===== src/rtl/reg_xfer_pkg.sv =====
// Shared definitions for the register-transfer sequencer.
// REG_XFER_SWAP_EN enables the SWAP command in reg_xfer_ctrl.
package reg_xfer_pkg;

    localparam int DATA_W_DEF = 16;
    localparam int IDX_W_DEF  = 4;

    typedef enum logic [1:0] {
        OP_MOV  = 2'b00,
        OP_LDI  = 2'b01,
        OP_RD   = 2'b10,
        OP_SWAP = 2'b11
    } op_t;

    typedef enum logic [3:0] {
        S_IDLE  = 4'd0,
        S_RD_A  = 4'd1,
        S_CAP_A = 4'd2,
        S_RD_B  = 4'd3,
        S_CAP_B = 4'd4,
        S_DRV   = 4'd5,
        S_WR    = 4'd6,
        S_DRV2  = 4'd7,
        S_WR2   = 4'd8
    } state_t;

endpackage


===== src/rtl/reg_xfer_ctrl.sv =====
// Register-transfer sequencer between command source, register file and bus.
// Macro REG_XFER_SWAP_EN: when defined, op 11 swaps two registers.
module reg_xfer_ctrl
    import reg_xfer_pkg::*;
#(
    parameter int DATA_W = DATA_W_DEF,
    parameter int IDX_W  = IDX_W_DEF
) (
    input  logic              clk,
    input  logic              reset,
    input  logic              cmd_valid,
    output logic              cmd_ready,
    input  logic [1:0]        cmd_op,
    input  logic [IDX_W-1:0]  cmd_src,
    input  logic [IDX_W-1:0]  cmd_dst,
    input  logic [DATA_W-1:0] cmd_imm,
    output logic [IDX_W-1:0]  index,
    output logic              rEn,
    output logic              wEn,
    output logic [DATA_W-1:0] busVal,
    output logic              loadBus,
    input  logic [DATA_W-1:0] bus_in,
    output logic              done,
    output logic              err,
    output logic [DATA_W-1:0] rd_data
);

    state_t              state_q;
    state_t              state_d;
    op_t                 op_q;
    logic [IDX_W-1:0]    src_q;
    logic [IDX_W-1:0]    dst_q;
    logic [DATA_W-1:0]   tmp_q;
    logic [DATA_W-1:0]   rd_data_q;
    logic                done_q;
    logic                done_d;
    logic                err_q;
    logic                err_d;
    logic                accept;
    logic [IDX_W-1:0]    drv_idx;
    logic [DATA_W-1:0]   drv_val;

    assign cmd_ready = (state_q == S_IDLE);
    assign accept    = cmd_valid && cmd_ready;
    assign done      = done_q;
    assign err       = err_q;
    assign rd_data   = rd_data_q;

`ifdef REG_XFER_SWAP_EN
    logic [DATA_W-1:0]   tmp2_q;

    // Second holding register: destination value during SWAP.
    always_ff @(posedge clk or negedge reset) begin
        if (!reset) begin
            tmp2_q <= '0;
        end else if (state_q == S_CAP_B) begin
            tmp2_q <= bus_in;
        end
    end

    // First write of a SWAP puts the dst value into src.
    assign drv_idx = (op_q == OP_SWAP) ? src_q  : dst_q;
    assign drv_val = (op_q == OP_SWAP) ? tmp2_q : tmp_q;
`else
    assign drv_idx = dst_q;
    assign drv_val = tmp_q;
`endif

    // State register plus the registered completion flags.
    always_ff @(posedge clk or negedge reset) begin
        if (!reset) begin
            state_q <= S_IDLE;
            done_q  <= 1'b0;
            err_q   <= 1'b0;
        end else begin
            state_q <= state_d;
            done_q  <= done_d;
            err_q   <= err_d;
        end
    end

    // Command latch and bus capture; LDI immediate rides in tmp.
    always_ff @(posedge clk or negedge reset) begin
        if (!reset) begin
            op_q      <= OP_MOV;
            src_q     <= '0;
            dst_q     <= '0;
            tmp_q     <= '0;
            rd_data_q <= '0;
        end else begin
            if (accept) begin
                op_q  <= op_t'(cmd_op);
                src_q <= cmd_src;
                dst_q <= cmd_dst;
                tmp_q <= cmd_imm;
            end
            if (state_q == S_CAP_A) begin
                if (op_q == OP_RD) begin
                    rd_data_q <= bus_in;
                end else begin
                    tmp_q <= bus_in;
                end
            end
        end
    end

    // Next-state sequencing; done is raised on the way back to IDLE.
    always_comb begin
        state_d = state_q;
        done_d  = 1'b0;
        err_d   = 1'b0;
        unique case (state_q)
            S_IDLE: begin
                if (accept) begin
                    unique case (op_t'(cmd_op))
                        OP_MOV:  state_d = S_RD_A;
                        OP_RD:   state_d = S_RD_A;
                        OP_LDI:  state_d = S_DRV;
                        OP_SWAP: begin
`ifdef REG_XFER_SWAP_EN
                            state_d = S_RD_A;
`else
                            done_d = 1'b1;
                            err_d  = 1'b1;
`endif
                        end
                    endcase
                end
            end
            S_RD_A: state_d = S_CAP_A;
            S_CAP_A: begin
                state_d = S_IDLE;
                done_d  = 1'b1;
                if (op_q == OP_MOV) begin
                    state_d = S_DRV;
                    done_d  = 1'b0;
                end
`ifdef REG_XFER_SWAP_EN
                if (op_q == OP_SWAP) begin
                    state_d = S_RD_B;
                    done_d  = 1'b0;
                end
`endif
            end
`ifdef REG_XFER_SWAP_EN
            S_RD_B:  state_d = S_CAP_B;
            S_CAP_B: state_d = S_DRV;
`endif
            S_DRV: state_d = S_WR;
            S_WR: begin
                state_d = S_IDLE;
                done_d  = 1'b1;
`ifdef REG_XFER_SWAP_EN
                if (op_q == OP_SWAP) begin
                    state_d = S_DRV2;
                    done_d  = 1'b0;
                end
`endif
            end
`ifdef REG_XFER_SWAP_EN
            S_DRV2: state_d = S_WR2;
            S_WR2: begin
                state_d = S_IDLE;
                done_d  = 1'b1;
            end
`endif
            default: state_d = S_IDLE;
        endcase
    end

    // Register-file and bus-driver controls decoded from state.
    always_comb begin
        index   = '0;
        rEn     = 1'b0;
        wEn     = 1'b0;
        loadBus = 1'b0;
        busVal  = '0;
        unique case (state_q)
            S_RD_A: begin
                index = src_q;
                rEn   = 1'b1;
            end
            S_CAP_A: index = src_q;
`ifdef REG_XFER_SWAP_EN
            S_RD_B: begin
                index = dst_q;
                rEn   = 1'b1;
            end
            S_CAP_B: index = dst_q;
`endif
            S_DRV: begin
                index   = drv_idx;
                busVal  = drv_val;
                loadBus = 1'b1;
            end
            S_WR: begin
                index   = drv_idx;
                busVal  = drv_val;
                loadBus = 1'b1;
                wEn     = 1'b1;
            end
`ifdef REG_XFER_SWAP_EN
            S_DRV2: begin
                index   = dst_q;
                busVal  = tmp_q;
                loadBus = 1'b1;
            end
            S_WR2: begin
                index   = dst_q;
                busVal  = tmp_q;
                loadBus = 1'b1;
                wEn     = 1'b1;
            end
`endif
            default: index = '0;
        endcase
    end

endmodule


===== config.mk =====
export PLATFORM = sky130hd
export DESIGN_NAME = reg_xfer_ctrl
export DESIGN_NICKNAME = d
export VERILOG_FILES = /design/src/rtl/reg_xfer_pkg.sv /design/src/rtl/reg_xfer_ctrl.sv
export SDC_FILE = /design/constraint.sdc
export NUM_CORES = 1
export LEC_CHECK = 0
export BUFFER_PORTS_ARGS = -buffer_cell sky130_fd_sc_hd__buf_2
export CORE_ASPECT_RATIO = 0.75
export CORE_MARGIN = 2
export CORE_UTILIZATION = 44
export CTS_CLUSTER_DIAMETER = 120
export DETAILED_ROUTE_END_ITERATION = 10
export PLACE_DENSITY_LB_ADDON = 0.25
export SETUP_SLACK_MARGIN = 0.4
export SLEW_MARGIN = 20
export SYNTH_ARGS = -nofsm -noshare
export SYNTH_HDL_FRONTEND = slang
export SYNTH_SLANG_ARGS = --single-unit

===== constraint.sdc =====
create_clock -name clk -period 2 [get_ports clk]
set_clock_uncertainty 0.1 [all_clocks]
set_input_delay 0.4 -clock clk [delete_from_list [all_inputs] [get_ports clk]]
set_output_delay 0.4 -clock clk [all_outputs]
set_load 0.005 [all_outputs]

==> summary.md, run 1 <==
| Metric | Value |
|---|---|
| Status | `finished, violations left` |
| Failing checks | `negative setup slack` |
| Actual slew at the worst max-slew pin | `just under 0.5 ns` |
| Switching part of the total | `between 30% and 40%` |
| Synth Cell Area | `2330 um2` |
| Slew Viols, Final | `0` |
| CTS HTree Levels | `2` |
| Sw Pwr | `approximately 0.0019 W` |
| PwrDens | `1640 nW/um2` |
| Largest net degree at the start of global routing | `29` |
| Port Buffers | `86` |
| Setup TNS | `-0.535 ns` |
| Synth top area cells | `dfrtp_1 (50%), mux2_2 (14%), mux2_4 (13%), and2_1 (4.6%), mux2_1 (3.4%)` |
| CP Max Fanout | `8` |
| Post-synth top area share | `between 50% and 60%` |
| Final hold vios | `0` |
| Top-count cell post-synth | `dfrtp_1` |
| Hold_sp | `cmd_dst[3]` |
| Ys async rst share | `100%` |
| Detailed Routing Iterations Pass 1 | `4` |
| Area leader, netlist | `dfrtp_1` |
| Clk pwr share | `about an eighth` |
| Overall routing resource usage | `19.6%` |
| Max-cap viol count | `0` |
| Clk Latency, worst-skew pair | `slightly below 0.3 ns` |
| Worst setup path start | `state_q[0]` |
| DR iter-0 viols | `45` |
| Gate Count Post-Synth | `approximately 160` |
| Finished Core Util | `between 70 and 80%` |
| Antenna-violating nets left | `0` |
| Initial antenna violation count | `0` |
| VDD IR-drop max | `0.794 mV` |
| Hold WS | `between 0.2 and 0.25 ns` |
| Worst min path class | `in2reg` |
| Die Area | `between 5000 and 6000 um2` |
| Row count | `22` |
| Period utilization | `103%` |
| Seq/Total Area, Yosys | `between 50% and 60%` |
| Sink Count | `47` |
| WL/cell | `around 17 um` |
| Avg Vias per Cell | `a little under 5` |
| Fmax | `~0.49 GHz` |
| Syn avg cell area | `14.2 um2` |
| Reg-to-reg slack, setup | `roughly 0.060 ns` |
| Chip Height | `67.1 um` |
| Vias in the first global route | `about 1700` |
| CP Class | `reg2out` |
| CP Capture Type | `output pin` |
| Seq pwr share | `30.1%` |
| EDFF count, synth | `0` |
| Ys Warns | `0` |
| CTS tree | `built` |
| Syn nets | `~210` |
| Fillcell total | `about 380` |
| DP HPWL | `3520 um` |
| Worst setup SP type | `flop` |
| CORE AREA | `roughly 5000 um2` |
| Final WS setup | `-0.0604 ns` |
| GPL Wtd Cong | `around 0.7` |
| Pleak | `~1.9 nW` |
| Layout cells sized above 1 | `approximately 75%` |
| RSZ-0062 raised after global routing | `true` |
| CTS root buffer | `clkbuf_8` |
| Post-synth top cells | `dfrtp_1 (47), mux2_2 (30), mux2_4 (20)` |
| Most used DFF post-synth | `dfrtp_1` |
| CP arrival | `1.56 ns` |
| Final setup fails | `17` |
| R2R Path Start | `state_q[2]` |
| I/O pin cnt | `slightly below 90` |
| Remaining Overflow, GRT | `0` |
| DIE WIDTH | `approximately 88 um` |
| #FFs+latches synth | `47` |
| ANT cells | `0` |
| Tmin final | `~2 ns` |
| Starting Density | `46.6%` |
| Netlist cell types | `29` |
| CTS Buf Count | `5` |
| First-pass GRT wire length | `around 8700 um` |
| Req. time, crit path | `approximately 1.5 ns` |
| Final wirelength | `just over 6000 um` |
| Drc violations | `0` |
| Area growth from synthesis to layout | `56.0%` |
| Pint | `0.00412 W` |
| Clk buf depth | `2` |
| Clock slew at reported path FFs | `~0.090 ns` |
| Comb power frac | `about 58%` |
| Worst rel slew slack | `about two thirds` |
| Via count | `around 1700` |
| Nets | `between 300 and 400` |
[final cells by class]
cell class                 count  area [um2]  share of cell area (%)
clock buffer                   6        82.6                    2.27
clock inverter                 2        35.0                   0.962
inverter                       1        3.75                   0.103
multi-input combinational    107        1310                    35.8
sequential                    47        1180                    32.4
tap                           72        90.1                    2.47
timing repair buffer         120         945                    25.9
[path summary, 6_finish.rpt]
check | endpoint | depth (start not counted)
max | busVal[10] | 5
min | drv_idx[3] | 2
max reg2reg | drv_val[8] | 6
min reg2reg | rd_data[3] | 1
max in group asynchronous | state_q[2] | 3
min in group asynchronous | rd_data[7] | 2
[power groups by stage]
stage               Clock [W]  Combinational, W  Sequential, W
global placement            0           0.00225        0.00176
detailed placement          0           0.00229        0.00177
finish               0.000725           0.00346        0.00180
floorplan                   0           0.00171        0.00169
global route         0.000785           0.00366        0.00186
CTS                  0.000734           0.00298        0.00177
[layer usage]
layer / vias up / global-route usage [%] / share of wire, %
met5: - / 0 / 0
met4: 0 / 4.92 / 0.76
met3: 6 / 5.95 / 6.0
met2: 61 / 31.2 / 48
met1: 855 / 26.3 / 45
li1: 813 / - / -
[placed cells by master, fill, tap and decap left out, types with 3 or more instances in the layout]
| cell | instances |
|---|---|
| buf_2 | 77 |
| mux2_4 | 51 |
| dfrtp_1 | 44 |
| buf_6 | 21 |
| and2_4 | 9 |
| buf_4 | 9 |
| and2_1 | 8 |
| mux2_2 | 6 |
| clkbuf_8 | 6 |
| buf_12 | 6 |
| mux2i_1 | 4 |
| nor2_1 | 3 |
| buf_8 | 3 |
| dfrtp_2 | 3 |
[metrics by stage]
step                instances  area (um2)  total power [W]  setup WS [ns]
detailed placement        320        2930          0.00406         0.0612
finish                    355        3640          0.00598        -0.0604
global route              355        3640          0.00631         -0.121
floorplan                 164        2390          0.00340          0.248
CTS                       348        3390          0.00548        -0.0107
global placement          320        2930          0.00400         0.0936
[worst max-delay path: stages (launching register included)]
cell and delay [ns]:
dfrtp_2 0.48, xnor2_4 0.17, nor2b_4 0.20, clkbuf_16 0.19
and2_4 0.14, buf_6 0.09
[registers in the layout (all words and copies together), names as in the netlist]
register and flops:
err 1, rd_data 16, drv_idx 4, drv_val 16, done 1, src_q 4
state_q 3, op_q 2
[cell families after synthesis]
group | Yosys count | synth area share [%]
flip-flops | 47 | 50.4
AND/OR/NAND/NOR | 37 | 10.6
XOR/XNOR | 1 | 0.375
multiplexers | 62 | 32.9
AO/OA/AOI/OAI | 7 | 1.98
buffers and inverters | 10 | 3.75
[what timing repair did]
action,in CTS,in global routing
hold endpoints to repair,19,0
pin swaps,3,14
setup buffers,17,6
endpoints found under the setup margin,65,68
gates resized for setup,40,41
cloned,2,1
hold buffers,1,0
(Power assumes the default switching activity.)
==> inputs of run 2 (changes only) <==
--- a/config.mk
+++ b/config.mk
@@ -6,12 +6,13 @@
 export NUM_CORES = 1
 export LEC_CHECK = 0
 export BUFFER_PORTS_ARGS = -buffer_cell sky130_fd_sc_hd__buf_2
+export CAP_MARGIN = 30
 export CORE_ASPECT_RATIO = 0.75
 export CORE_MARGIN = 2
 export CORE_UTILIZATION = 44
 export CTS_CLUSTER_DIAMETER = 120
 export DETAILED_ROUTE_END_ITERATION = 10
-export PLACE_DENSITY_LB_ADDON = 0.25
+export PLACE_DENSITY = 0.75
 export SETUP_SLACK_MARGIN = 0.4
 export SLEW_MARGIN = 20
 export SYNTH_ARGS = -nofsm -noshare
==> summary.md, run 2 (synthesis results as in run 1) <==
| Metric | Value |
|---|---|
| CTS HTree Levels | `2` |
| Vias in the first global route | `approximately 1800` |
| Final WS setup | `-0.0415 ns` |
| DIE WIDTH | `~90 um` |
| Period utilization | `102%` |
| CP max stage cell | `dfrtp_2` |
| Switching part of the total | `31.8%` |
| Pleak | `1.87 nW` |
| Clk buf depth | `2` |
| Final hold vios | `0` |
| Clk pwr share | `a little under a tenth` |
| Area growth from synthesis to layout | `53.9%` |
| Slew Viols, Final | `0` |
| Sink Count | `47` |
| Die Area | `just under 6000 um2` |
| DP HPWL | `3600 um` |
| CP cell instances | `xnor2_4, nor2b_2, buf_12, and2_1, buf_2` |
| Avg Vias per Cell | `between 4 and 5` |
| PwrDens | `around 1600 nW/um2` |
| Worst setup SP type | `flop` |
| Initial antenna violation count | `0` |
| Most common cell after layout, fill and taps aside | `buf_2` |
| Sw Pwr | `between 0.0015 and 0.002 W` |
| Clock slew at reported path FFs | `0.09 ns` |
| Worst min path class | `in2reg` |
| CORE AREA | `around 5000 um2` |
| Nets | `approximately 330` |
| ANT cells | `0` |
| Post-Layout Cell Count | `~360` |
| Failing checks | `negative setup slack` |
| Status | `finished, violations left` |
| Comb power frac | `between 60 and 70%` |
| Pint | `0.00402 W` |
| Actual slew at the worst max-slew pin | `around 0.47 ns` |
| Antenna-violating nets left | `0` |
| Drc violations | `0` |
| Detailed Routing Iterations Pass 1 | `4` |
| First-pass GRT wire length | `9160 um` |
| CTS Buf Count | `5` |
| Overall routing resource usage | `a little over a fifth` |
| Req. time, crit path | `around 1.5 ns` |
| Worst rel slew slack | `between 60% and 70%` |
| CTS tree | `built` |
| CP Max Fanout | `17` |
| Via count | `between 1500 and 2000` |
| CP arrival | `1.54 ns` |
| Final wirelength | `about 6100 um` |
| Chip Height | `approximately 67 um` |
| Largest net degree at the start of global routing | `30` |
| GPL Wtd Cong | `0.780` |
| DR iter-0 viols | `52` |
| Remaining Overflow, GRT | `0` |
| Slowest stage delay, CP | `between 0.4 and 0.5 ns` |
| WL/cell | `17.1 um` |
| Max-cap viol count | `0` |
| Setup TNS | `-0.540 ns` |
| Dpl cells | `323` |
| Tmin final | `a little over 2 ns` |
| Hold WS | `around 0.23 ns` |
| I/O pin cnt | `87` |
| RSZ-0062 raised after global routing | `true` |
| Layout cells sized above 1 | `slightly above 70%` |
| Most frequent cells in the layout | `buf_2 (84), mux2_4 (51), dfrtp_1 (44)` |
| Port Buffers | `86` |
| Fillcell total | `335` |
| Clk Latency, worst-skew pair | `roughly 0.30 ns` |
| Final setup fails | `26` |
| Starting Density | `approximately 47%` |
| CP Capture Type | `output pin` |
| Row count | `22` |
| Fmax | `~0.5 GHz` |
| VDD IR-drop max | `0.745 mV` |
| Seq pwr share | `roughly 30%` |
| CP Class | `reg2out` |
| CTS root buffer | `clkbuf_8` |
-- run 2: metrics by stage --
step / util (%) / total power (W) / worst slack [ns] / cell area (um2)
finish: 71.7 / 0.00589 / -0.0415 / 3590
global route: 71.7 / 0.00624 / -0.0976 / 3590
CTS: 68.7 / 0.00548 / -0.00936 / 3440
detailed placement: 58.7 / 0.00408 / 0.0628 / 2940
global placement: 58.7 / 0.00401 / 0.102 / 2940
floorplan: - / 0.00340 / 0.248 / 2390
-- run 2: area by class of cell --
type                       count  area (um2)  share of cell area [%]
tap                           72        90.1                    2.51
timing repair buffer         124         966                    26.9
clock buffer                   7        76.3                    2.12
sequential                    47        1180                    32.8
inverter                       1        3.75                   0.104
multi-input combinational    107        1270                    35.4
clock inverter                 1        5.00                   0.139
-- run 2: final timing paths --
check / startpoint / endpoint / slack, ns / cells past startpoint
setup / recovery: state_q[0] / busVal[11] / -0.04 / 5
setup reg to reg: state_q[0] / rd_data[4] / -0.03 / 8
hold reg to reg: rd_data[13] / rd_data[13] / 0.41 / 1
min in group asynchronous: reset / rd_data[11] / 0.48 / 2
hold / removal: cmd_dst[3] / drv_idx[3] / 0.23 / 2
max in group asynchronous: reset / state_q[0] / 0.78 / 3
-- run 2: power by group through the flow --
stage	sequential, W	combinational (W)	clock [W]
CTS	0.00176	0.00315	0.000572
global placement	0.00174	0.00227	0
finish	0.00177	0.00356	0.000565
global route	0.00183	0.00378	0.000629
floorplan	0.00169	0.00171	0
detailed placement	0.00175	0.00233	0
-- run 2: timing repair --
item | 4_1_cts | 5_1_grt
hold buffers | 1 | 0
resized for setup | 45 | 22
buffers inserted | 15 | 7
gates cloned | 4 | 1
pin swaps | 4 | 3
hold endpoints to repair | 18 | 0
endpoints found under the setup margin | 65 | 67
-- run 2: critical path, delay by kind of cell (launching register included) --
kind / cells / cell delay (ns)
DFF: 1 / 0.49
and+or+nand+nor: 2 / 0.31
buffers and inverters: 2 / 0.27
xor gates and xnor gates: 1 / 0.18
-- run 2: layer usage --
| layer | wire, um | part of all wire (%) | up-vias | GRT usage, % |
|---|---|---|---|---|
| met5 | 0 | 0 | - | 0 |
| met4 | 76 | 1.2 | 0 | 4.92 |
| met3 | 297 | 4.8 | 11 | 4.58 |
| met2 | 2810 | 46 | 62 | 32.8 |
| met1 | 2950 | 48 | 848 | 29.4 |
| li1 | - | - | 820 | - |
